### config.mk
export PLATFORM = sky130hd
export DESIGN_NAME = lz_symbol_resolver_flat
export DESIGN_NICKNAME = d
export VERILOG_FILES = /design/src/rtl/lz_symbol_resolver_pkg.sv /design/src/rtl/lz_symbol_resolver_if.sv /design/src/rtl/lz_symbol_resolver_base_lut.sv /design/src/rtl/lz_symbol_resolver.sv /design/src/flat_wrapper.sv
export SDC_FILE = /design/constraint.sdc
export NUM_CORES = 1
export LEC_CHECK = 0
export BUFFER_PORTS_ARGS = -buffer_cell sky130_fd_sc_hd__buf_2
export CAP_MARGIN = 15
export CORE_ASPECT_RATIO = 0.7
export CORE_MARGIN = 2
export CORE_UTILIZATION = 58
export CTS_BUF_LIST = sky130_fd_sc_hd__clkbuf_8
export CTS_CLUSTER_SIZE = 16
export DETAILED_ROUTE_END_ITERATION = 8
export PLACE_DENSITY = 0.94
export SLEW_MARGIN = 10
export SYNTH_ARGS = -nofsm -noshare
export SYNTH_HDL_FRONTEND = slang
export SYNTH_SLANG_ARGS = --single-unit
### constraint.sdc
create_clock -name clk -period 4.9 [get_ports clk]
set_input_delay 0.245 -clock clk [delete_from_list [all_inputs] [get_ports clk]]
set_output_delay 0.245 -clock clk [all_outputs]
set_load 0.01 [all_outputs]
### src/rtl/lz_symbol_resolver_pkg.sv
// rtl/lz_symbol_resolver_pkg.sv - DEFLATE length/distance tables, command and state types
package lz_symbol_resolver_pkg;

  localparam int SYM_W = 9;
  localparam int EXT_W = 13;

  typedef enum logic [1:0] {
    CMD_LIT  = 2'd0,
    CMD_COPY = 2'd1,
    CMD_EOB  = 2'd2
  } cmd_type_e;

  typedef enum logic [1:0] {
    S_LIT  = 2'd0,
    S_DIST = 2'd1,
    S_ERR  = 2'd2
  } state_e;

  // Length symbols 257..285
  localparam logic [8:0] LEN_BASE [29] = '{
    9'd3,   9'd4,   9'd5,   9'd6,   9'd7,   9'd8,   9'd9,   9'd10,
    9'd11,  9'd13,  9'd15,  9'd17,  9'd19,  9'd23,  9'd27,  9'd31,
    9'd35,  9'd43,  9'd51,  9'd59,  9'd67,  9'd83,  9'd99,  9'd115,
    9'd131, 9'd163, 9'd195, 9'd227, 9'd258
  };
  localparam logic [3:0] LEN_EXT [29] = '{
    4'd0, 4'd0, 4'd0, 4'd0, 4'd0, 4'd0, 4'd0, 4'd0,
    4'd1, 4'd1, 4'd1, 4'd1, 4'd2, 4'd2, 4'd2, 4'd2,
    4'd3, 4'd3, 4'd3, 4'd3, 4'd4, 4'd4, 4'd4, 4'd4,
    4'd5, 4'd5, 4'd5, 4'd5, 4'd0
  };

  // Distance symbols 0..29
  localparam logic [15:0] DIST_BASE [30] = '{
    16'd1,     16'd2,     16'd3,     16'd4,     16'd5,     16'd7,
    16'd9,     16'd13,    16'd17,    16'd25,    16'd33,    16'd49,
    16'd65,    16'd97,    16'd129,   16'd193,   16'd257,   16'd385,
    16'd513,   16'd769,   16'd1025,  16'd1537,  16'd2049,  16'd3073,
    16'd4097,  16'd6145,  16'd8193,  16'd12289, 16'd16385, 16'd24577
  };
  localparam logic [3:0] DIST_EXT [30] = '{
    4'd0,  4'd0,  4'd0,  4'd0,  4'd1,  4'd1,  4'd2,  4'd2,
    4'd3,  4'd3,  4'd4,  4'd4,  4'd5,  4'd5,  4'd6,  4'd6,
    4'd7,  4'd7,  4'd8,  4'd8,  4'd9,  4'd9,  4'd10, 4'd10,
    4'd11, 4'd11, 4'd12, 4'd12, 4'd13, 4'd13
  };

  // Number of extra bits following a symbol; 0 for symbols that carry none
  function automatic logic [3:0] ext_len(input logic [8:0] sym, input logic is_dist);
    logic [4:0] idx;
    idx = 5'(sym - 9'd257);
    if (is_dist) begin
      return (sym < 9'd30) ? DIST_EXT[sym[4:0]] : 4'd0;
    end
    if (sym >= 9'd257 && sym <= 9'd285) begin
      return LEN_EXT[idx];
    end
    return 4'd0;
  endfunction

endpackage

### src/rtl/lz_symbol_resolver_if.sv
// rtl/lz_symbol_resolver_if.sv - symbol input and command output handshake bundle
interface lz_symbol_resolver_if;
  import lz_symbol_resolver_pkg::*;

  logic             sym_vld;
  logic [SYM_W-1:0] sym;
  logic [EXT_W-1:0] sym_ext;
  logic             sym_rdy;
  logic             dist_mode;
  logic             out_vld;
  logic [1:0]       out_type;
  logic [7:0]       out_lit;
  logic [8:0]       out_len;
  logic [15:0]      out_dist;
  logic             out_rdy;
  logic             err;

  modport master (
    output sym_vld, sym, sym_ext, out_rdy,
    input  sym_rdy, dist_mode, out_vld, out_type, out_lit, out_len, out_dist, err
  );

  modport slave (
    input  sym_vld, sym, sym_ext, out_rdy,
    output sym_rdy, dist_mode, out_vld, out_type, out_lit, out_len, out_dist, err
  );
endinterface

### src/rtl/lz_symbol_resolver_base_lut.sv
// rtl/lz_symbol_resolver_base_lut.sv - symbol to {base, extra-bit count, illegal} lookup
module lz_base_lut
  import lz_symbol_resolver_pkg::*;
(
  input  logic [8:0]  sym,
  input  logic        is_dist,
  output logic [15:0] base,
  output logic [3:0]  ext_cnt,
  output logic        illegal
);

  logic [4:0] len_idx;
  assign len_idx = 5'(sym - 9'd257);

  // Literals and EOB have no base; out-of-alphabet symbols flag illegal
  always_comb begin
    base    = '0;
    ext_cnt = ext_len(sym, is_dist);
    illegal = 1'b0;
    if (is_dist) begin
      if (sym < 9'd30) base = DIST_BASE[sym[4:0]];
      else             illegal = 1'b1;
    end else if (sym >= 9'd286) begin
      illegal = 1'b1;
    end else if (sym >= 9'd257) begin
      base = 16'(LEN_BASE[len_idx]);
    end
  end

endmodule

### src/rtl/lz_symbol_resolver.sv
// rtl/lz_symbol_resolver.sv - LZ lit/len + distance symbol to command resolver; LZ_RESOLVER_STAT_EN adds delivery counters
module lz_symbol_resolver
  import lz_symbol_resolver_pkg::*;
(
  input  logic                clk,
  input  logic                rst_n,
  lz_symbol_resolver_if.slave bus
`ifdef LZ_RESOLVER_STAT_EN
  ,
  output logic [31:0]         stat_lit,
  output logic [31:0]         stat_copy
`endif
);

  state_e           state, state_nxt;
  logic [8:0]       len_q;
  logic             accept, drain, emit;
  logic [15:0]      lut_base;
  logic [3:0]       lut_ext;
  logic             lut_illegal;
  logic [EXT_W-1:0] ext_mask;
  logic [15:0]      value;

  lz_base_lut u_lut (
    .sym     (bus.sym),
    .is_dist (state == S_DIST),
    .base    (lut_base),
    .ext_cnt (lut_ext),
    .illegal (lut_illegal)
  );

  // Extra bits beyond the symbol's count are ignored
  assign ext_mask = ~({EXT_W{1'b1}} << lut_ext);
  assign value    = lut_base + {3'b000, bus.sym_ext & ext_mask};

  assign accept = bus.sym_vld & bus.sym_rdy;
  assign drain  = bus.out_vld & bus.out_rdy;
  assign emit   = ((state == S_LIT) && (bus.sym <= 9'd256)) ||
                  ((state == S_DIST) && !lut_illegal);

  // State register
  always_ff @(posedge clk or negedge rst_n) begin
    if (!rst_n) state <= S_LIT;
    else        state <= state_nxt;
  end

  // Next state: moves only on an accepted symbol; S_ERR is left only by reset
  always_comb begin
    state_nxt = state;
    if (accept) begin
      case (state)
        S_LIT:   if (lut_illegal)              state_nxt = S_ERR;
                 else if (bus.sym > 9'd256)    state_nxt = S_DIST;
        S_DIST:  state_nxt = lut_illegal ? S_ERR : S_LIT;
        default: state_nxt = state;
      endcase
    end
  end

  // Handshake outputs derived from the registered state and output slot
  always_comb begin
    bus.sym_rdy   = (state != S_ERR) & (~bus.out_vld | bus.out_rdy);
    bus.dist_mode = (state == S_DIST);
  end

  // Length held between the length symbol and its distance symbol
  always_ff @(posedge clk or negedge rst_n) begin
    if (!rst_n)                                              len_q <= '0;
    else if (accept && state == S_LIT && bus.sym > 9'd256 && !lut_illegal)
                                                             len_q <= value[8:0];
  end

  // Single output slot: load on an emitting accept, clear when drained
  always_ff @(posedge clk or negedge rst_n) begin
    if (!rst_n) begin
      bus.out_vld  <= 1'b0;
      bus.out_type <= CMD_LIT;
      bus.out_lit  <= '0;
      bus.out_len  <= '0;
      bus.out_dist <= '0;
    end else if (accept && emit) begin
      bus.out_vld <= 1'b1;
      bus.out_lit <= '0;
      bus.out_len <= '0;
      bus.out_dist <= '0;
      if (state == S_DIST) begin
        bus.out_type <= CMD_COPY;
        bus.out_len  <= len_q;
        bus.out_dist <= value;
      end else if (bus.sym == 9'd256) begin
        bus.out_type <= CMD_EOB;
      end else begin
        bus.out_type <= CMD_LIT;
        bus.out_lit  <= bus.sym[7:0];
      end
    end else if (drain) begin
      bus.out_vld <= 1'b0;
    end
  end

  // Sticky error on any accepted out-of-alphabet symbol
  always_ff @(posedge clk or negedge rst_n) begin
    if (!rst_n)                    bus.err <= 1'b0;
    else if (accept && lut_illegal) bus.err <= 1'b1;
  end

`ifdef LZ_RESOLVER_STAT_EN
  // Saturating counts of delivered literal and copy commands
  always_ff @(posedge clk or negedge rst_n) begin
    if (!rst_n) begin
      stat_lit  <= '0;
      stat_copy <= '0;
    end else if (drain) begin
      if (bus.out_type == CMD_LIT && stat_lit != '1)   stat_lit  <= stat_lit + 32'd1;
      if (bus.out_type == CMD_COPY && stat_copy != '1) stat_copy <= stat_copy + 32'd1;
    end
  end
`endif

endmodule

### src/flat_wrapper.sv
// flat-port wrapper written by rule: the top's interface ports become plain ports
module lz_symbol_resolver_flat import lz_symbol_resolver_pkg::*;
  (clk, rst_n, bus_sym_vld, bus_sym, bus_sym_ext, bus_out_rdy, bus_sym_rdy, bus_dist_mode, bus_out_vld, bus_out_type, bus_out_lit, bus_out_len, bus_out_dist, bus_err);
  lz_symbol_resolver_if bus_i ();
  input  logic clk;
  input  logic rst_n;
  input wire logic [$bits(bus_i.sym_vld)-1:0] bus_sym_vld;
  input wire logic [$bits(bus_i.sym)-1:0] bus_sym;
  input wire logic [$bits(bus_i.sym_ext)-1:0] bus_sym_ext;
  input wire logic [$bits(bus_i.out_rdy)-1:0] bus_out_rdy;
  output wire logic [$bits(bus_i.sym_rdy)-1:0] bus_sym_rdy;
  output wire logic [$bits(bus_i.dist_mode)-1:0] bus_dist_mode;
  output wire logic [$bits(bus_i.out_vld)-1:0] bus_out_vld;
  output wire logic [$bits(bus_i.out_type)-1:0] bus_out_type;
  output wire logic [$bits(bus_i.out_lit)-1:0] bus_out_lit;
  output wire logic [$bits(bus_i.out_len)-1:0] bus_out_len;
  output wire logic [$bits(bus_i.out_dist)-1:0] bus_out_dist;
  output wire logic [$bits(bus_i.err)-1:0] bus_err;
  assign bus_i.sym_vld = bus_sym_vld;
  assign bus_i.sym = bus_sym;
  assign bus_i.sym_ext = bus_sym_ext;
  assign bus_i.out_rdy = bus_out_rdy;
  assign bus_sym_rdy = bus_i.sym_rdy;
  assign bus_dist_mode = bus_i.dist_mode;
  assign bus_out_vld = bus_i.out_vld;
  assign bus_out_type = bus_i.out_type;
  assign bus_out_lit = bus_i.out_lit;
  assign bus_out_len = bus_i.out_len;
  assign bus_out_dist = bus_i.out_dist;
  assign bus_err = bus_i.err;
  lz_symbol_resolver u_core (.clk(clk), .rst_n(rst_n), .bus(bus_i));
endmodule
==> Word level (Yosys, flattened, before mapping) <==
Memories as Yosys holds them, arrays and structs flattened.
Index checks and enable logic that the tools add are counted.
{ "totals": {"wordCells": 85, "register_bits": 48, "mem_bits_ro": 1056, "mem_count": 4, "input_bits": 26} }
{ "mem_list": {"columns": ["name", "words", "width", "read_ports", "rd_ports_with_merged_regs", "wr", "line", "text"], "rows": [
  ["(name not given)", 32, 16, 1, 0, 0, "lz_symbol_resolver_base_lut.sv:21", "if (sym < 9'd30) base = DIST_BASE[sym[4:0]];"],
  ["(name not given)", 32, 9, 1, 0, 0, "lz_symbol_resolver_base_lut.sv:26", "base = 16'(LEN_BASE[len_idx]);"],
  ["(name not given)", 32, 4, 1, 0, 0, "lz_symbol_resolver_pkg.sv:56", "return LEN_EXT[idx];"],
  ["(name not given)", 32, 4, 1, 0, 0, "lz_symbol_resolver_pkg.sv:53", "return (sym < 9'd30) ? DIST_EXT[sym[4:0]] : 4'd0;"]
]} }
{ "op_classes": {"n_shift": 1, "n_bitwise": 9, "add_sub_neg": 2, "mux": 35, "n_reduce_logical": 14, "eq_ne": 4, "order_cmp": 8} }
{ "ops": {"columns": ["op", "count"], "rows": [
  ["16-bit 2-to-1 mux", 5],
  ["9-bit 2-to-1 mux", 5],
  ["4-bit 2-to-1 mux", 9],
  ["9-bit greater-or-equal comparator, second input constant", 2],
  ["9-bit less-or-equal comparator, second input constant", 2],
  ["16-bit by 13-bit adder with 16-bit output", 1],
  ["8-bit 2-to-1 mux", 2],
  ["13-bit AND", 1],
  ["13-bit inverter", 1],
  ["13-bit by 4-bit left shift with 13-bit output, first input constant", 1],
  ["6-bit greater-or-equal comparator, second input constant", 2],
  ["5-bit inverter with 6-bit output", 2],
  ["2-bit 2-to-1 mux", 5],
  ["9-bit equality test, second input constant", 1],
  ["9-bit > comparator, second input constant", 1],
  ["9-bit by 5-bit < comparator with 1-bit output, second input constant", 1],
  ["1-bit logical AND", 8],
  ["1-bit 2-to-1 mux", 8],
  ["5-bit by 1-bit subtractor with 5-bit output, second input constant", 1],
  ["2-bit case mux with 2 select lines", 1],
  ["2-bit nonzero test", 2],
  ["1-bit AND", 3],
  ["3-bit by 1-bit inequality test with 1-bit output, second input constant", 1],
  ["3-bit AND reduction", 1],
  ["other kinds (7)", 7]
]} }

==> Depth between registers and ports, before layout <==
Gate-level depths: netlist (run 1).
{ "depth": {"depth_word": 14, "depth_mapped": 21, "ltp_nobuf": 19} }

==> Modules after synthesis <==
Synthesis (run 1) repeated with hierarchy kept, for this count alone.
{ "hier_totals": {"cells_unflattened": 438, "hier_area_um2": 3811.2} }
{ "by_module_without_submodules": {"columns": ["module", "n_inst", "area_per_inst_um2", "cells_per_inst"], "rows": [
  ["lz_symbol_resolver", 1, 2836.5, 302],
  ["lz_base_lut", 1, 974.7, 136]
]} }

==> Worst setup path before layout (run 1) <==
Ideal clock, no wire load.
{ "synth_path": {"path_type": "in2reg", "from": "input port bus_sym[2]", "to": "register u_core.len_q[8]", "setup_ns": 0.069, "slack_ns": 0.096, "arrival_time_ns": 4.735, "path_stages": 21, "path_buffers": 2, "path_cell_list": "clkbuf_1 -> clkbuf_1 -> inv_1 -> ha_1 -> nand2b_1 -> xor2_2 -> clkinv_1 -> ha_1 -> inv_1 -> nor2_1 -> or3_1 -> a21oi_1 -> a21boi_0 -> ha_1 -> fa_1 -> a21oi_1 -> nor2_1 -> o21ai_0 -> a21boi_0 -> or4b_2 -> nand3_1"} }
{ "synth_via": {"elab_chain_cells": 13} }
{ "synth_rtl": {"columns": ["element", "line", "text"], "rows": [
  ["from (decl)", "flat_wrapper.sv:8", "input wire logic [$bits(bus_i.sym)-1:0] bus_sym;"],
  ["branches (longest 13 deep; another with 16-bit by 13-bit adder with 16-bit output)", null, null],
  ["to (signal assigned)", "lz_symbol_resolver.sv:70", "len_q <= value[8:0];"],
  ["to (decl)", "lz_symbol_resolver.sv:16", "logic [8:0] len_q;"]
]} }
Parallel ways; which one is timed is not known. The select of a mux whose other input is x is not followed.
A chain may end at the register's enable or synchronous reset.

==> Worst setup path in the final report (run 1) <==
{ "layout_path": {"from": "input port bus_sym[1]", "to": "register u_core.len_q[8]"} }
The elaborated chain is that of the path after synthesis.

==> Implementation_results.wiki, run 1 <==
{| class="wikitable"
! Metric !! Value
|-
| Result of the run || completed
|-
| Commonest cells post-synth || 71 x sky130_fd_sc_hd__nand2_1, 48 x sky130_fd_sc_hd__dfrtp_1, 38 x sky130_fd_sc_hd__o21ai_0
|-
| Synth area leader || sky130_fd_sc_hd__dfrtp_1
|-
| First-iteration detailed-routing DRC count || 327
|-
| Share of flip-flops with an asynchronous set or reset after synthesis || 100%
|-
| First-pass iteration count of the detailed router || 5
|-
| Slowest Stage Delay on Critical Path || 0.69 ns
|-
| CP Max Fanout || 9
|-
| Peak supply drop || 177 µV
|-
| Ratio of total power to cell area || 266 nW/µm²
|-
| Number of enable-type register cells in the synthesized netlist || 0
|-
| Per-instance average area after synthesis || 8.51 µm²
|-
| Longest Clk Path Bufs || 2
|-
| DR DRC count || 0
|-
| Number of sinks driven by the clock tree || 48
|-
| Largest delay contributor family on the critical path || simple AND/OR/NAND/NOR gates
|-
| Part of the Yosys area used for sequential elements || 34.8%
|-
| Overall power || 0.00107 W
|-
| Drt wl/cell || 17.5 µm
|-
| Netlist Area Pre-Place || 3450 µm²
|-
| Post-synthesis to final-layout area growth || 16.8%
|-
| Clock input transition at the sequential cells of the worst setup and hold paths || 0.10 ns
|-
| Core area || 5730 µm²
|-
| Cell area reported after detailed placement || 3860 µm²
|-
| Unrepaired setup endpoints after global routing || false
|-
| Share of the synthesized area in the top cell type || 34.8%
|-
| Number of antenna violations at the first check in global routing || 0
|-
| Final antenna diode count || 0
|-
| Cell count after synthesis || 406
|-
| Critical-path top delay cell || sky130_fd_sc_hd__or4b_2
|-
| Count of H-tree levels built during CTS || 2
|-
| Top_reg_cell synth || sky130_fd_sc_hd__dfrtp_1
|-
| Data required time of the critical path || 5.14 ns
|-
| Final nets || 521
|-
| Proportion of layout cells with a drive suffix above 1 || 21.7%
|-
| Final max-slew violation count || 0
|-
| Remaining Overflow, GRT || 0
|-
| Final-layout setup total negative slack || 0 ns
|-
| Buffering stage count on the worst path with inverters included || 4
|-
| Type of the worst setup path || in -> reg
|-
| Net count after synthesis || 458
|-
| Overall track demand over capacity in global routing || 29.9%
|-
| Number of buffers added by the clock tree synthesis step || 5
|-
| Post-layout minimum cycle time || 4.33 ns
|-
| # port buffers || 64
|-
| Dominant cells by area after synthesis || sky130_fd_sc_hd__dfrtp_1 35%, sky130_fd_sc_hd__ha_1 9.1%, sky130_fd_sc_hd__nand2_1 7.7%
|-
| Vertical extent of the die || 68.6 µm
|-
| Ratio of final minimum period to clock period || 88.4%
|-
| Number of different library cells in the post-synthesis netlist || 62
|-
| Flip-flop and latch count after synthesis || 48
|-
| Number of warnings reported in the yosys synthesis log || 0
|-
| Share of the core filled with cells || 70.4%
|-
| Top Ports || 65
|-
| First-pass GRT wire length || 14,800 µm
|-
| Remaining number of nets flagged by the antenna check after routing || 0
|-
| Detailed Place HPWL || 7140 µm
|-
| Max-cap violations || 0
|-
| Clock root buffer || sky130_fd_sc_hd__clkbuf_8
|-
| Hold violation count in the final report || 0
|-
| CP startpoint kind || primary input
|-
| Insertion delay to the later sink of the worst-skew pair || 0.31 ns
|-
| Cell type with the highest occurrence count on the critical path || sky130_fd_sc_hd__ha_1
|-
| Row count || 23
|-
| Largest net degree at the start of global routing || 58
|-
| Worst relative slew slack || 25.9%
|-
| Starting density of the core || 60.3%
|-
| Gp weighted congestion || 1.05
|-
| Final setup violation count || 0
|-
| Pleak || 2.03 nW
|-
| Mean number of vias per cell || 6.20
|-
| Total wire length || 9560 µm
|-
| Cells along the critical path || buf_2, inv_1, ha_1, nand2b_1, xor2_2, clkinv_1, ha_1, inv_1, nor2_1, or3_1, a21oi_1, a21boi_0, ha_1, fa_1, a21oi_1, nor2_1, o21ai_0, a21boi_0, or4b_2, nand3_1
|-
| Vias || 3,380
|-
| Final design instance area without fill || 4030 µm²
|-
| Number of global-route vias before repair || 2,972
|-
| Die Width || 96.2 µm
|-
| Critical Path Sink Type || flip-flop
|-
| Most instantiated library cell after synthesis || sky130_fd_sc_hd__nand2_1
|-
| Clock tree from TritonCTS || built
|-
| Clock tree skew after final layout || 0.00518 ns
|-
| Worst min-delay path class || in -> reg
|-
| Number of fill cells in the layout || 451
|-
| Post_cts resized || 0
|-
| Area of the die || 6600 µm²
|-
| Peak Freq || 0.231 GHz
|-
| Transition at the pin with the smallest max-transition slack || 1.11 ns
|-
| Crit path DAT || 4.58 ns
|}
## path summary, 6_finish.rpt
| path | depth (start not counted) | start | slack [ns] | end |
|---|---|---|---|---|
| setup / recovery | 20 | bus_sym[1] | 0.57 | u_core.len_q[8] |
| hold reg to reg | 1 | u_core.bus.err | 0.48 | u_core.bus.err |
| hold / removal | 3 | bus_sym[5] | 0.19 | u_core.bus.out_lit[5] |
| max in group asynchronous | 3 | rst_n | 4.05 | u_core.bus.out_dist[10] |
| min in group asynchronous | 2 | rst_n | 0.36 | u_core.bus.out_lit[5] |
| setup reg to reg | 14 | u_core.state[0] | 0.71 | u_core.bus.out_dist[9] |
## per-stage QoR
stage | cells | setup slack, ns | hold WS, ns
global route | 545 | 0.180 | 0.192
CTS | 542 | 0.644 | 0.138
floorplan | 406 | 0.0957 | -0.0506
global placement | 534 | 0.532 | 0.447
detailed placement | 534 | 0.372 | 0.452
finish | 545 | 0.567 | 0.189
## what timing repair did
item | in CTS | in global routing
setup buffers | 0 | 0
endpoints found under the hold margin | 0 | 13
hold buffers | 0 | 1
## registers in the layout, summed over array words and instances (netlist names)
signal / flops
u_core.bus.out_dist: 16
u_core.bus.out_len: 9
u_core.len_q: 9
u_core.bus.out_lit: 8
u_core.bus.out_type: 2
u_core.state: 2
u_core.bus.err: 1
u_core.bus.out_vld: 1
## logic make-up after synthesis
logic type                 after synthesis  share of synthesized area (%)
buffers and inverters                   33                           4.09
and+or+nand+nor                        161                           22.3
AOI/OAI and AO/OA                      112                           21.6
DFF                                     48                           34.8
xor gates and xnor gates                12                           3.26
adders and majority gates               28                           10.2
muxes                                   12                           3.77
## power by group
part / total, W / switching, W / internal, W
clock network: 0.000350 / 0.000144 / 0.000205
registers: 0.000469 / 0.0000254 / 0.000443
logic: 0.000255 / 0.000154 / 0.000101
total: 0.00107 / 0.000324 / 0.000750
## placed cells by master, fill, tap and decap left out, drive strengths merged, types with 3 or more instances in the layout
cell type / instances
o31ai: 5
a211oi: 3
o211ai: 3
mux2: 8
o21a: 4
a21o: 3
nor3b: 3
or3: 5
nor3: 13
ha: 25
a32o: 3
nor2: 24
clkbuf: 5
inv: 12
nand2: 71
xnor2: 6
buf: 76
mux2i: 4
nor2b: 9
o21ai: 38
a22o: 9
xor2: 6
and2: 4
and3: 4
a21oi: 19
dfrtp: 48
nand3: 12
nor4: 3
nand2b: 5
o22ai: 4
a21boi: 4
## metal layers
| metal | part of all wire (%) | global-route usage [%] |
|---|---|---|
| met5 | 0 | 0 |
| met4 | 1.5 | 7.50 |
| met3 | 10 | 7.50 |
| met2 | 44 | 46.4 |
| met1 | 45 | 42.2 |
## tightest hold or removal path, delay by kind of cell
kind,cells,cell delay (ns)
buffers and inverters,1,0.11
AO/OA/AOI/OAI,1,0.06
AND/OR/NAND/NOR,1,0.05
## final cells by class
cell class | instances | area, µm² | area share (%)
multi-input combinational | 325 | 2120 | 52.6
sequential | 48 | 1200 | 29.8
timing repair buffer | 77 | 433 | 10.7
tap | 75 | 93.8 | 2.33
clock buffer | 5 | 68.8 | 1.71
clock inverter | 3 | 68.8 | 1.71
inverter | 12 | 45.0 | 1.12
(Power assumes the default switching activity.)
==> inputs of run 2 (changes only) <==
--- a/config.mk
+++ b/config.mk
@@ -5,6 +5,7 @@
 export SDC_FILE = /design/constraint.sdc
 export NUM_CORES = 1
 export LEC_CHECK = 0
+export ABC_AREA = 1
 export BUFFER_PORTS_ARGS = -buffer_cell sky130_fd_sc_hd__buf_2
 export CAP_MARGIN = 15
 export CORE_ASPECT_RATIO = 0.7
@@ -13,7 +14,7 @@
 export CTS_BUF_LIST = sky130_fd_sc_hd__clkbuf_8
 export CTS_CLUSTER_SIZE = 16
 export DETAILED_ROUTE_END_ITERATION = 8
-export PLACE_DENSITY = 0.94
+export PLACE_DENSITY = 0.93
 export SLEW_MARGIN = 10
 export SYNTH_ARGS = -nofsm -noshare
 export SYNTH_HDL_FRONTEND = slang
==> run 2 against run 1 <==
Routed wire length fell by 2.4%. Final cell count rose by 17%. Global-route usage decreased by 2.5 points. Worst setup slack improved by 0.68 ns. Sequential share of layout area shrank 0.25 points. Largest power group unchanged. Die area is 4.5% higher. Critical endpoint is now u_core.bus.out_dist[14]. Register-to-register slack better by 0.89 ns.
==> Implementation_results.wiki, run 2 <==
{| class="wikitable"
! Metric !! Value
|-
| Fraction of power spent switching nets || 28.4%
|-
| Count of H-tree levels built during CTS || 2
|-
| Core area || 6130 µm²
|-
| Area of the die || 6890 µm²
|-
| First-iteration detailed-routing DRC count || 421
|-
| Clock tree skew after final layout || 0.00345 ns
|-
| Worst relative slew slack || 32.1%
|-
| Part of the power in registers || 52.0%
|-
| Netlist Area Pre-Place || 3620 µm²
|-
| Post-synthesis to final-layout area growth || 12.5%
|-
| Remaining number of nets flagged by the antenna check after routing || 0
|-
| Ratio of total power to cell area || 187 nW/µm²
|-
| Remaining Overflow, GRT || 0
|-
| Proportion of layout cells with a drive suffix above 1 || 19.6%
|-
| Crit path DAT || 3.85 ns
|-
| Vias || 3,647
|-
| Number of enable-type register cells in the synthesized netlist || 0
|-
| Dominant cells by area after synthesis || sky130_fd_sc_hd__dfrtp_1 33%, sky130_fd_sc_hd__nand2_1 15%, sky130_fd_sc_hd__ha_1 8.7%
|-
| Share of flip-flops with an asynchronous set or reset after synthesis || 100%
|-
| Number of buffers added by the clock tree synthesis step || 5
|-
| First-pass GRT wire length || 15,400 µm
|-
| Starting density of the core || 59.0%
|-
| First-pass iteration count of the detailed router || 6
|-
| R2r setup slk || 1.60 ns
|-
| Most instantiated library cell after synthesis || sky130_fd_sc_hd__nand2_1
|-
| End of the worst register-to-register path || u_core.bus.out_dist[15]
|-
| Clock input transition at the sequential cells of the worst setup and hold paths || 0.09 ns
|-
| Detailed Place HPWL || 7270 µm
|-
| Clock tree from TritonCTS || built
|-
| Final max-slew violation count || 0
|-
| Peak Freq || 0.274 GHz
|-
| Insertion delay to the later sink of the worst-skew pair || 0.30 ns
|-
| Number of warnings reported in the yosys synthesis log || 0
|-
| Depth of the most critical reg-to-reg path || 19
|-
| Net count after synthesis || 551
|-
| DR DRC count || 0
|-
| Final nets || 612
|-
| Type of the worst setup path || in -> reg
|-
| Peak supply drop || 96.0 µV
|-
| Top Registers || u_core.bus.out_dist x16, u_core.bus.out_len x9, u_core.len_q x9
|-
| Part of the Yosys area used for sequential elements || 33.2%
|-
| Drt wl/cell || 14.6 µm
|-
| Transition at the pin with the smallest max-transition slack || 1.02 ns
|-
| Vertical extent of the die || 70.1 µm
|-
| Critical path endpoint || u_core.bus.out_dist[14]
|-
| Total wire length || 9330 µm
|-
| Max-cap violations || 0
|-
| Final-layout setup total negative slack || 0 ns
|-
| Flip-flop and latch count after synthesis || 48
|-
| Top library cells by usage in the layout, fill and taps aside || 148 x sky130_fd_sc_hd__nand2_1, 64 x sky130_fd_sc_hd__buf_2, 60 x sky130_fd_sc_hd__inv_1
|-
| Post-layout minimum cycle time || 3.65 ns
|-
| Number of global-route vias before repair || 3,312
|-
| Overall track demand over capacity in global routing || 27.4%
|-
| Pleak || 2.23 nW
|-
| Internal power summed over all cells || 0.000545 W
|-
| Sequential cell area || 1200 µm²
|-
| Worst min-delay path class || in -> async
|-
| CP startpoint kind || primary input
|-
| Synth area leader || sky130_fd_sc_hd__dfrtp_1
|-
| Number of different library cells in the post-synthesis netlist || 41
|-
| Gp weighted congestion || 0.946
|-
| Share of the synthesized area in the top cell type || 33.2%
|-
| Data required time of the critical path || 5.10 ns
|-
| Number of sinks driven by the clock tree || 48
|-
| Clock root buffer || sky130_fd_sc_hd__clkbuf_8
|-
| CP Max Fanout || 12
|-
| Top reg by flops || u_core.bus.out_dist
|-
| Number of hold buffers added after cts || 0
|-
| Top_reg_cell synth || sky130_fd_sc_hd__dfrtp_1
|-
| Clock power share || 33.0%
|-
| Overall power || 0.000761 W
|-
| Final antenna diode count || 0
|-
| Buffers inserted during post-CTS setup optimization || 0
|-
| Most common library cell in the layout ignoring fill and taps || sky130_fd_sc_hd__nand2_1
|-
| Longest Clk Path Bufs || 2
|-
| Mean number of vias per cell || 5.71
|-
| Per-instance average area after synthesis || 7.25 µm²
|-
| Largest net degree at the start of global routing || 49
|-
| Cell count after synthesis || 499
|-
| Final setup violation count || 0
|-
| Hold violation count in the final report || 0
|-
| Die Width || 98.4 µm
|-
| Multi-input gate area || 2100 µm²
|-
| Top Ports || 65
|-
| Post_cts resized || 0
|-
| Sw Pwr || 0.000216 W
|-
| Critical Path Sink Type || flip-flop
|-
| Number of fill cells in the layout || 516
|-
| Unrepaired setup endpoints after global routing || false
|-
| Reg2Reg Launch Point || u_core.state[0]
|-
| Result of the run || completed
|-
| CP startpoint || bus_sym[1]
|-
| Number of antenna violations at the first check in global routing || 0
|-
| Row count || 24
|-
| Share of total power in combinational logic || 14.9%
|-
| Commonest cells post-synth || 148 x sky130_fd_sc_hd__nand2_1, 60 x sky130_fd_sc_hd__inv_1, 48 x sky130_fd_sc_hd__dfrtp_1
|-
| Largest register FFs || 16
|-
| Ratio of final minimum period to clock period || 74.5%
|-
| # port buffers || 64
|}
==> run 2: area by class of cell <==
class	instances	share of cell area, %
clock buffers	6	2.03
clock inverters	2	0.338
inverters	67	6.18
multi-input cells	374	51.6
flip-flops and latches	48	29.5
well taps	78	2.40
repair buffers	64	7.88
==> run 2: through the flow <==
stage	std cells	setup WS, ns	hold slack, ns	cell area (µm²)	util (%)
after floorplan	499	1.41	-0.0506	3620	-
after global placement	631	1.11	0.447	3970	64.8
after detailed placement	631	0.993	0.448	3970	64.8
after CTS	639	1.29	0.144	4070	66.4
after global routing	639	0.859	0.203	4070	66.4
final	639	1.25	0.107	4070	66.4
==> run 2: cell families after synthesis <==
kind of cell             share of synthesized area, %
AND/OR/NAND/NOR                                  29.4
AO/OA/AOI/OAI                                    17.8
adder cells (fa/ha/maj)                          9.20
XOR/XNOR                                         1.70
flip-flops                                       33.2
buffers and inverters                            8.72
==> run 2: worst max-delay path, cell delays in order <==
cell and delay [ns]:
sky130_fd_sc_hd__buf_2 0.15, sky130_fd_sc_hd__inv_1 0.21, sky130_fd_sc_hd__ha_1 0.25, sky130_fd_sc_hd__inv_1 0.07, sky130_fd_sc_hd__ha_1 0.46, sky130_fd_sc_hd__inv_1 0.15, sky130_fd_sc_hd__ha_1 0.22, sky130_fd_sc_hd__inv_1 0.06
sky130_fd_sc_hd__o21ai_1 0.07, sky130_fd_sc_hd__a21oi_1 0.24, sky130_fd_sc_hd__a31oi_1 0.13, sky130_fd_sc_hd__ha_1 0.23, sky130_fd_sc_hd__fa_1 0.40, sky130_fd_sc_hd__nand3_1 0.08, sky130_fd_sc_hd__nand3_1 0.13, sky130_fd_sc_hd__a21oi_1 0.23
sky130_fd_sc_hd__o21ai_0 0.16, sky130_fd_sc_hd__nand2_1 0.11, sky130_fd_sc_hd__nand3b_1 0.09, sky130_fd_sc_hd__nand3_1 0.09, sky130_fd_sc_hd__nand2_1 0.05
==> run 2: power groups by stage <==
stage	Clock, W	Combinational (W)	Sequential, W
after floorplan	0	0.0000691	0.000404
after global placement	0	0.000109	0.000404
after detailed placement	0	0.000111	0.000404
after CTS	0.000251	0.000112	0.000396
after global routing	0.000265	0.000127	0.000396
final	0.000251	0.000114	0.000396
==> run 2: how the worst min path moves through the flow <==
stage / cells after the start / endpoint / from / slack (ns)
finish: 1 / u_core.bus.out_lit[0] / rst_n / 0.11
global route: 1 / u_core.bus.out_lit[3] / rst_n / 0.20
CTS: 1 / u_core.state[1] / rst_n / 0.14
detailed placement: 2 / u_core.bus.err / u_core.bus.err / 0.45
global placement: 2 / u_core.bus.err / u_core.bus.err / 0.45
floorplan: 0 / u_core.bus.err / rst_n / -0.05
==> run 2: routing by layer <==
layer	track usage, %	wire (µm)	up-vias
met3	3.10	1030	17
li1	-	-	1757
met5	0	0	-
met1	42.0	4230	1664
met2	41.3	3900	209
met4	7.15	168	0
==> inputs of run 3 (changes only) <==
==> constraint.sdc (replaced) <==
create_clock -name clk -period 3.45 [get_ports clk]
set_input_delay 0.1725 -clock clk [delete_from_list [all_inputs] [get_ports clk]]
set_output_delay 0.1725 -clock clk [all_outputs]
set_load 0.01 [all_outputs]
==> run 3 against run 2 <==
Core utilization increased by 3.8 points. Count of clock-buffer cells in the layout is 1 lower. Worst setup slack worse by 1.0 ns. Combinational power grew 62%. Register-to-register slack worse by 1.4 ns. Clock skew is 0.0071 ns higher. Routed wire length increased by 7.7%. Worst hold slack better by 0.0012 ns. Non-clock buffer count is 21 higher. First-iteration DRC count down 22%. Flip-flop and latch count is the same. Critical path type is now reg -> reg. Largest cell class unchanged.
==> Implementation_results.wiki, run 3 (same netlist as run 2, synthesis figures left out) <==
{| class="wikitable"
! Metric !! Value
|-
| Result of the run || completed
|-
| Clock root buffer || sky130_fd_sc_hd__clkbuf_8
|-
| # port buffers || 64
|-
| Cells along the critical path || inv_1, nor2_4, nor2_1, nand2_1, nor2_2, nand2_1, nand2_1, nor2_1, a31oi_1, ha_1, fa_1, nand3_1, nand3_1, a21oi_1, o21ai_2, nand2_1, nand3b_1, nand3_1, nand2_1
|-
| Core area || 6130 µm²
|-
| Count of H-tree levels built during CTS || 2
|-
| Ratio of final minimum period to clock period || 94.0%
|-
| Post-synthesis to final-layout area growth || 18.9%
|-
| Overall track demand over capacity in global routing || 29.5%
|-
| Vertical extent of the die || 70.1 µm
|-
| Gp weighted congestion || 0.971
|-
| Number of placed cells counting well taps || 647
|-
| Critical-path top delay cell || sky130_fd_sc_hd__dfrtp_1
|-
| First-pass iteration count of the detailed router || 5
|-
| Starting density of the core || 59.0%
|-
| CP startpoint kind || flip-flop
|-
| Non-Filler Instances || 660
|-
| Clock tree skew after final layout || 0.0105 ns
|-
| Hold violation count in the final report || 0
|-
| Clock tree from TritonCTS || built
|-
| Largest delay contributor family on the critical path || simple AND/OR/NAND/NOR gates
|-
| Clock input transition at the sequential cells of the worst setup and hold paths || 0.10 ns
|-
| Remaining number of nets flagged by the antenna check after routing || 0
|-
| Largest net degree at the start of global routing || 49
|-
| Crit path DAT || 3.46 ns
|-
| Transition at the pin with the smallest max-transition slack || 0.663 ns
|-
| Top library cells by usage in the layout, fill and taps aside || 148 x sky130_fd_sc_hd__nand2_1, 64 x sky130_fd_sc_hd__buf_2, 60 x sky130_fd_sc_hd__inv_1
|-
| Number of antenna violations at the first check in global routing || 0
|-
| Final setup violation count || 0
|-
| Peak Freq || 0.308 GHz
|-
| First-iteration detailed-routing DRC count || 327
|-
| Final max-slew violation count || 0
|-
| Number of global-route vias before repair || 3,464
|-
| Ratio of total power to cell area || 289 nW/µm²
|-
| Pleak || 2.36 nW
|-
| Top Registers || u_core.bus.out_dist x16, u_core.bus.out_len x9, u_core.len_q x9
|-
| Data required time of the critical path || 3.66 ns
|-
| CP Max Fanout || 7
|-
| Vias || 3,738
|-
| Detailed Place HPWL || 7620 µm
|-
| Slowest Stage Delay on Critical Path || 0.42 ns
|-
| Top Ports || 65
|-
| Number of sinks driven by the clock tree || 48
|-
| Longest Clk Path Bufs || 2
|-
| Total wire length || 10,000 µm
|-
| Type of the worst setup path || reg -> reg
|-
| Worst min-delay path class || in -> reg
|-
| Insertion delay to the later sink of the worst-skew pair || 0.31 ns
|-
| Peak supply drop || 220 µV
|-
| Critical Path Sink Type || flip-flop
|-
| Proportion of layout cells with a drive suffix above 1 || 22.9%
|-
| Slack of the critical path || 0.206 ns
|-
| Post-layout minimum cycle time || 3.24 ns
|-
| Most common library cell in the layout ignoring fill and taps || sky130_fd_sc_hd__nand2_1
|-
| Largest register FFs || 16
|-
| Final nets || 633
|-
| Remaining Overflow, GRT || 0
|-
| Unrepaired setup endpoints after global routing || false
|-
| Number of fill cells in the layout || 504
|-
| Share of the core filled with cells || 70.2%
|-
| Cell type with the highest occurrence count on the critical path || sky130_fd_sc_hd__nand2_1
|-
| Drt wl/cell || 15.2 µm
|-
| Final antenna diode count || 0
|-
| Top reg by flops || u_core.bus.out_dist
|-
| Buffering stage count on the worst path with inverters included || 1
|-
| Die Width || 98.4 µm
|-
| Max-cap violations || 0
|-
| Mean number of vias per cell || 5.66
|-
| Number of buffers added by the clock tree synthesis step || 5
|-
| Area of the die || 6890 µm²
|-
| DR DRC count || 0
|-
| Pre-CTS worst setup slack || -0.0682 ns
|-
| Row count || 24
|-
| First-pass GRT wire length || 16,400 µm
|-
| Worst relative slew slack || 55.3%
|}
==> run 3: cell count changes in the layout (fill, tap and decap cells not counted), sizes merged <==
cell	previous run	this run
clkbuf	6	5
clkinv	1	0
buf	64	84
dlygate4sd3	0	1
bufinv	0	2
==> run 3: through the flow <==
step	total power, W	hold WS [ns]	setup TNS [ns]	instance area (µm²)
after floorplan	0.000672	-0.123	0	3620
after global placement	0.000744	0.391	0	4090
after detailed placement	0.000748	0.411	-0.0682	4090
after CTS	0.00123	0.0726	0	4230
after global routing	0.00128	0.128	0	4300
final	0.00124	0.108	0	4300
==> run 3: layout make-up <==
type                            count  area (µm²)  share of cell area [%]
Clock inverter                      3        68.8                    1.60
Timing Repair Buffer               85         493                    11.5
Sequential cell                    48        1200                    27.9
Multi-Input combinational cell    374        2120                    49.3
Clock buffer                        5        68.8                    1.60
Inverter                           67         251                    5.85
Tap cell                           78        97.6                    2.27
==> run 3: layer usage <==
layer	track usage [%]	routed length, µm	up-vias
met2	45.4	4410	184
met5	0	0	-
li1	-	-	1805
met3	5.61	880	17
met1	42.6	4600	1732
met4	8.22	147	0
==> run 3: where the power goes <==
| part | total (W) | switching (W) | internal (W) |
|---|---|---|---|
| clock | 0.000495 | 0.000203 | 0.000292 |
| combinational | 0.000185 | 0.000121 | 0.0000648 |
| sequential | 0.000562 | 0 | 0.000562 |
==> run 3: path summary, 6_finish.rpt <==
| check | startpoint | slack (ns) | endpoint | cells after the start |
|---|---|---|---|---|
| min in group asynchronous | rst_n | 0.31 | u_core.bus.out_type[1] | 2 |
| max reg2reg | u_core.state[0] | 0.21 | u_core.bus.out_dist[14] | 19 |
| min reg2reg | u_core.bus.err | 0.47 | u_core.bus.err | 2 |
| min | bus_out_rdy | 0.11 | u_core.bus.out_vld | 4 |
| max in group asynchronous | rst_n | 2.66 | u_core.bus.out_dist[13] | 3 |
| max | u_core.state[0] | 0.21 | u_core.bus.out_dist[14] | 19 |
==> run 3: timing repair <==
action,CTS,global route
hold buffers,0,1
resized for setup,0,6
hold endpoints to repair,0,13
setup buffers,0,3
setup endpoints to repair,0,8
==> run 3: worst min-delay path, cell delays in order <==
cell and delay, ns:
sky130_fd_sc_hd__buf_2 0.07, sky130_fd_sc_hd__inv_1 0.03, sky130_fd_sc_hd__nand2_1 0.05, sky130_fd_sc_hd__nand2_1 0.05
